==> config.mk <==
export PLATFORM = sky130hd
export DESIGN_NAME = uart_rx_fifo
export DESIGN_NICKNAME = d
export VERILOG_FILES = /design/src/rtl/uart_rx_fifo_pkg.sv /design/src/rtl/uart_rx_fifo_sync_fifo.sv /design/src/rtl/uart_rx_fifo.sv
export SDC_FILE = /design/constraint.sdc
export NUM_CORES = 1
export LEC_CHECK = 0
export ABC_AREA = 0
export BUFFER_PORTS_ARGS = -buffer_cell sky130_fd_sc_hd__buf_2
export CELL_PAD_IN_SITES_DETAIL_PLACEMENT = 0
export CELL_PAD_IN_SITES_GLOBAL_PLACEMENT = 1
export CORE_MARGIN = 2
export CORE_UTILIZATION = 40
export CTS_BUF_LIST = sky130_fd_sc_hd__clkbuf_4 sky130_fd_sc_hd__clkbuf_8
export DETAILED_ROUTE_END_ITERATION = 10
export PLACE_DENSITY = 0.6
export SLEW_MARGIN = 20
export SYNTH_ARGS = -nofsm -noshare
export SYNTH_HDL_FRONTEND = slang
export SYNTH_SLANG_ARGS = --single-unit
==> constraint.sdc <==
create_clock -name clk -period 7.6 [get_ports clk]
set_input_delay 0.38 -clock clk [delete_from_list [all_inputs] [get_ports clk]]
set_output_delay 0.38 -clock clk [all_outputs]
set_load 0.02 [all_outputs]
==> src/rtl/uart_rx_fifo_pkg.sv <==
// rtl/uart_rx_fifo_pkg.sv - shared types and constants for the UART receive front end
// Contents:
//   UART_DATA_W  width of one received character
//   rx_state_t   receiver FSM state encoding
package uart_rx_fifo_pkg;

  localparam int UART_DATA_W = 8;

  typedef enum logic [1:0] {
    IDLE  = 2'd0,
    START = 2'd1,
    DATA  = 2'd2,
    STOP  = 2'd3
  } rx_state_t;

endpackage

==> src/rtl/uart_rx_fifo_sync_fifo.sv <==
// rtl/uart_rx_fifo_sync_fifo.sv - first-word-fall-through synchronous FIFO
// Ports:
//   clk, rst_n   clock, asynchronous active-low reset
//   push         write request; push_data is the word to store
//   pop          read request; ignored while empty
//   head         word at the read pointer, zero while empty
//   empty        no words held
//   count        number of words held (0..2**AW)
//   push_drop    registered pulse: a push was refused because the FIFO was full
module sync_fifo #(
  parameter int DW = 8,
  parameter int AW = 4
) (
  input  logic          clk,
  input  logic          rst_n,
  input  logic          push,
  input  logic [DW-1:0] push_data,
  input  logic          pop,
  output logic [DW-1:0] head,
  output logic          empty,
  output logic [AW:0]   count,
  output logic          push_drop
);

  localparam logic [AW:0] PTR_ONE = (AW+1)'(1);

  logic [DW-1:0] mem [2**AW];
  logic [AW:0]   wr_ptr;
  logic [AW:0]   rd_ptr;
  logic          full;
  logic          do_push;
  logic          do_pop;

  // Extra pointer MSB distinguishes full (MSBs differ) from empty (MSBs equal).
  assign empty = (wr_ptr == rd_ptr);
  assign full  = (wr_ptr[AW] != rd_ptr[AW]) && (wr_ptr[AW-1:0] == rd_ptr[AW-1:0]);

  assign do_pop  = pop && !empty;
  // A pop in the same cycle frees the slot, so a push into a full FIFO still lands.
  assign do_push = push && (!full || do_pop);

  assign count = wr_ptr - rd_ptr;
  assign head  = empty ? '0 : mem[rd_ptr[AW-1:0]];

  always_ff @(posedge clk or negedge rst_n) begin
    if (!rst_n) begin
      wr_ptr    <= '0;
      rd_ptr    <= '0;
      push_drop <= 1'b0;
    end else begin
      push_drop <= push && !do_push;
      if (do_push) wr_ptr <= wr_ptr + PTR_ONE;
      if (do_pop)  rd_ptr <= rd_ptr + PTR_ONE;
    end
  end

  // Storage is not reset; head is masked to zero while empty.
  always_ff @(posedge clk) begin
    if (do_push) mem[wr_ptr[AW-1:0]] <= push_data;
  end

endmodule

==> src/rtl/uart_rx_fifo.sv <==
// rtl/uart_rx_fifo.sv - 8N1 UART receiver with FIFO buffering and error pulses
// Ports:
//   clk, rst_n   core clock, asynchronous active-low reset
//   rxd          raw asynchronous serial input, idle high
//   rx_data      byte at FIFO head (zero when empty)
//   rx_valid     FIFO not empty
//   rx_ready     consumer accepts head; pop on rx_valid && rx_ready
//   rx_count     bytes held
//   frame_err    one-cycle pulse: stop bit sampled low
//   overrun      one-cycle pulse: good byte dropped, FIFO full
module uart_rx_fifo
  import uart_rx_fifo_pkg::*;
#(
  parameter int CLKS_PER_BIT = 16,
  parameter int FIFO_AW      = 4
) (
  input  logic                   clk,
  input  logic                   rst_n,
  input  logic                   rxd,
  output logic [UART_DATA_W-1:0] rx_data,
  output logic                   rx_valid,
  input  logic                   rx_ready,
  output logic [FIFO_AW:0]       rx_count,
  output logic                   frame_err,
  output logic                   overrun
);

  localparam int            BW       = $clog2(CLKS_PER_BIT);
  localparam logic [BW-1:0] BCNT_ONE = BW'(1);
  localparam logic [BW-1:0] BCNT_MID = BW'(CLKS_PER_BIT/2 - 1);
  localparam logic [BW-1:0] BCNT_END = BW'(CLKS_PER_BIT - 1);

  logic                   sync1, rxs;
  rx_state_t              state, state_n;
  logic [BW-1:0]          bcnt, bcnt_n;
  logic [2:0]             bidx, bidx_n;
  logic [UART_DATA_W-1:0] shift, shift_n;
  logic                   armed, armed_n;
  logic                   ferr_n;
  logic                   push;
  logic                   fifo_empty;

  always_ff @(posedge clk or negedge rst_n) begin
    if (!rst_n) begin
      sync1     <= 1'b1;
      rxs       <= 1'b1;
      state     <= IDLE;
      bcnt      <= '0;
      bidx      <= '0;
      shift     <= '0;
      armed     <= 1'b1;
      frame_err <= 1'b0;
    end else begin
      sync1     <= rxd;
      rxs       <= sync1;
      state     <= state_n;
      bcnt      <= bcnt_n;
      bidx      <= bidx_n;
      shift     <= shift_n;
      armed     <= armed_n;
      frame_err <= ferr_n;
    end
  end

  always_comb begin
    state_n = state;
    bcnt_n  = bcnt;
    bidx_n  = bidx;
    shift_n = shift;
    armed_n = armed;
    ferr_n  = 1'b0;
    push    = 1'b0;
    case (state)
      IDLE: begin
        // After a framing error the line must return high before a new
        // falling edge counts, so a held break reports only once.
        if (!armed) begin
          armed_n = rxs;
        end else if (!rxs) begin
          state_n = START;
          bcnt_n  = '0;
        end
      end
      START: begin
        if (bcnt == BCNT_MID) begin
          bcnt_n = '0;
          if (!rxs) begin
            state_n = DATA;
            bidx_n  = '0;
          end else begin
            state_n = IDLE;
          end
        end else begin
          bcnt_n = bcnt + BCNT_ONE;
        end
      end
      DATA: begin
        if (bcnt == BCNT_END) begin
          shift_n[bidx] = rxs;
          bcnt_n        = '0;
          bidx_n        = bidx + 3'd1;
          if (bidx == 3'd7) state_n = STOP;
        end else begin
          bcnt_n = bcnt + BCNT_ONE;
        end
      end
      STOP: begin
        if (bcnt == BCNT_END) begin
          state_n = IDLE;
          bcnt_n  = '0;
          if (rxs) begin
            push = 1'b1;
          end else begin
            ferr_n  = 1'b1;
            armed_n = 1'b0;
          end
        end else begin
          bcnt_n = bcnt + BCNT_ONE;
        end
      end
      default: state_n = IDLE;
    endcase
  end

  sync_fifo #(
    .DW (UART_DATA_W),
    .AW (FIFO_AW)
  ) u_fifo (
    .clk       (clk),
    .rst_n     (rst_n),
    .push      (push),
    .push_data (shift),
    .pop       (rx_ready),
    .head      (rx_data),
    .empty     (fifo_empty),
    .count     (rx_count),
    .push_drop (overrun)
  );

  assign rx_valid = !fifo_empty;

endmodule

==> metrics.txt <==
Starting Density=41.0%; Finish-stage setup viols=0; Hold Crit Class=input port to async pin; Final Net Count=436; pre-CTS setup slack=4.34 ns; crit start category=flop; root buffer cell=clkbuf_8; ys async rst share=20.0%; worst-path cell chain=inv_2 > ha_1 > and4_1 > nand2_1 > o21ai_1 > a21oi_1 > buf_2; fillers=1466; Max clock buf depth=2; diode count=0; max-slew violations=0; flop2flop setup slack=4.34 ns; share of cells above drive strength 1=25.0%; CP arrival=3.24 ns; outcome=finished, final reports clean; WL/cell=21.8 microns; Worst Clk Skew=0.0149 ns; final hold viol count=0; Core ar.=0.0166 sq mm; Reg area=0.00465 sq mm; antenna-violating nets left=0; critical path peak fanout=19; Worst path slowest cell=dfrtp_1; CTS sink count=160; Yosys warning total=0; Yosys cell types=47; Main synth FF type=edfxtp_1; num ports=20; initial antenna violation count=0; WP buf/inv=2; pwr/cell area=339 mW/mm^2; worst setup path class=flop to primary output; # H-tree levels=4; Routed WL=14200 microns; # DRC=0; CP endpoint kind=primary output; RSZ-0062 raised after global routing=false; clock transition at the registers of the reported paths=0.09 ns; via density per instance=5.36; Req. time, crit path=7.22 ns; vias=3497; 1st-iter DRT viols=313; R2R cell count=6; CTS tree=built; total leakage power=0.00256 uW; Synth Area per Inst=17.2 sq um; die height=134 microns; Final Cycle Share=47.7%; WHS=0.00563 ns; register bit total from synthesis=160; syn_nets=412; Post-synth EDFFs=128; fmax=276 MHz; Syn-to-layout area delta=11.1%; Port Buffers=19; worst reg2reg startpoint=u_fifo.rd_ptr[3]$_DFFE_PN0P_; post-layout min period=3.62 ns; vias in the first global route=3568; Worst path max stage delay=0.89 ns; drt pass-1 iters=5; setup TNS=0 ns; maxcap violations=0; Die X=134 microns; gpl congestion=0.925; Slew headroom=32.2%; Clk Latency, worst-skew pair=0.44 ns; multi-input logic area=0.00197 sq mm; CTS buffer count=17; full die area=0.0180 sq mm; delay-heaviest family, CP=flip-flops; Post-Syn Instances=395; total global-route track usage=17.0%; slack of the critical path=3.98 ns; worst vdd ir=0.000197 V; global-route wire length before repair=22100 microns; synthesized cell area=0.00680 sq mm; Final HPWL DP=9430 microns; grt ovf=0; Setup Buffers After CTS=0; Slew @ Worst Pin=1.02 ns; largest net degree at the start of global routing=38; RR Endpoint=u_fifo.mem[13][1]$_DFFE_PP_; FP Rows=47; post-synthesis sequential area ratio=68.4%
==> where the power goes <==
part / total (uW) / switching, uW / internal [uW] / leakage, uW
registers: 1120 / 145 / 980 / 0.00144
clock network: 677 / 315 / 362 / 0.000210
logic: 758 / 407 / 351 / 0.000902
total: 2560 / 867 / 1690 / 0.00256
==> routing by layer <==
| layer | wire (microns) | global-route usage (%) | share of wire (%) |
|---|---|---|---|
| met3 | 844 | 4.01 | 5.9 |
| met2 | 6610 | 24.9 | 47 |
| met4 | 114 | 4.91 | 0.80 |
| met5 | 0 | 0 | 0 |
| met1 | 6630 | 25.6 | 47 |
==> cell families (layout without fill, tap and decap cells) <==
| group | after synthesis | after routing | synth area share [%] |
|---|---|---|---|
| AO/OA/AOI/OAI | 40 | 40 | 3.76 |
| XOR/XNOR | 14 | 14 | 1.80 |
| adder cells (fa/ha/maj) | 13 | 13 | 2.50 |
| buffers and inverters | 38 | 75 | 2.82 |
| flip-flops | 160 | 160 | 68.4 |
| multiplexers | 57 | 57 | 14.9 |
| AND/OR/NAND/NOR | 73 | 73 | 5.87 |
==> placed cells by master (no fill, tap or decap), drive strengths merged, types with 2 or more instances in the layout <==
| master | synthesis | final |
|---|---|---|
| dfrtp | 29 | 29 |
| and2 | 6 | 6 |
| and4 | 2 | 2 |
| a22o | 2 | 2 |
| mux4 | 31 | 31 |
| nand4 | 5 | 5 |
| clkinv | 0 | 3 |
| nand4b | 2 | 2 |
| nor2 | 11 | 11 |
| xnor2 | 13 | 13 |
| nand3 | 10 | 10 |
| nor4 | 8 | 8 |
| nor4b | 2 | 2 |
| and3 | 6 | 6 |
| edfxtp | 128 | 128 |
| mux2 | 17 | 17 |
| inv | 16 | 20 |
| clkinvlp | 0 | 4 |
| a31oi | 2 | 2 |
| dfstp | 3 | 3 |
| buf | 14 | 26 |
| nand3b | 2 | 2 |
| a21o | 3 | 3 |
| mux2i | 9 | 9 |
| bufinv | 0 | 4 |
| ha | 12 | 12 |
| clkbuf | 8 | 17 |
| nand2 | 13 | 13 |
| a21oi | 10 | 10 |
| nor3 | 4 | 4 |
| o21ai | 16 | 16 |
==> cells in the mapped netlist, drive strengths merged, types with 3 or more instances <==
| cell type | number | area [sq um] |
|---|---|---|
| edfxtp | 128 | 3840 |
| mux4 | 31 | 724 |
| dfrtp | 29 | 726 |
| mux2 | 17 | 195 |
| inv | 16 | 60.1 |
| o21ai | 16 | 83.8 |
| buf | 14 | 101 |
| nand2 | 13 | 48.8 |
| xnor2 | 13 | 114 |
| ha | 12 | 150 |
| nor2 | 11 | 41.3 |
| a21oi | 10 | 50.1 |
| nand3 | 10 | 50.1 |
| mux2i | 9 | 90.1 |
| clkbuf | 8 | 30.0 |
| nor4 | 8 | 50.1 |
| and2 | 6 | 37.5 |
| and3 | 6 | 37.5 |
| nand4 | 5 | 31.3 |
| nor3 | 4 | 20.0 |
| a21o | 3 | 22.5 |
| dfstp | 3 | 78.8 |
==> what timing repair did <==
action                                  CTS  global route
gates resized for setup                   0             0
endpoints found under the setup margin    0             0
hold endpoints to repair                  1             0
hold buffers                              1             0
==> state kept, by name, summed over array words and instances, names as in the netlist, named ones only <==
register / flops
armed: 1
u_fifo.push_drop: 1
shift: 8
u_fifo.mem: 128
sync1: 1
bcnt: 4
bidx: 3
frame_err: 1
u_fifo.wr_ptr: 5
state: 1
rxs: 1
u_fifo.rd_ptr: 5
==> layout make-up <==
class | count | share of cell area [%]
multi-input combinational | 197 | 26.1
clock buffer | 17 | 3.10
sequential | 160 | 61.6
timing repair buffer | 27 | 2.09
clock inverter | 15 | 2.75
inverter | 16 | 0.795
tap | 220 | 3.64
==> stage by stage <==
step                util (%)  cells  power (uW)  cell area [sq um]
global placement        42.8    619        1910               7100
detailed placement      42.8    619        1910               7100
floorplan                  -    395        1690               6800
CTS                     45.5    652        2590               7550
finish                  45.5    652        2560               7550
global route            45.5    652        2700               7550
==> worst max-delay path by stage <==
stage / cells after the start / slack, ns / to / startpoint
after floorplan: 7 / 4.68 / u_fifo.mem[0][0]$_DFFE_PP_ / u_fifo.rd_ptr[3]$_DFFE_PN0P_
after global placement: 6 / 4.43 / u_fifo.mem[14][3]$_DFFE_PP_ / u_fifo.rd_ptr[1]$_DFFE_PN0P_
after detailed placement: 6 / 4.34 / u_fifo.mem[13][7]$_DFFE_PP_ / u_fifo.rd_ptr[3]$_DFFE_PN0P_
after CTS: 7 / 3.96 / rx_data[5] / u_fifo.rd_ptr[3]$_DFFE_PN0P_
after global routing: 7 / 3.73 / rx_data[5] / u_fifo.rd_ptr[3]$_DFFE_PN0P_
final: 7 / 3.98 / rx_data[5] / u_fifo.rd_ptr[3]$_DFFE_PN0P_
No activity file was read; power rests on OpenSTA's default activity.
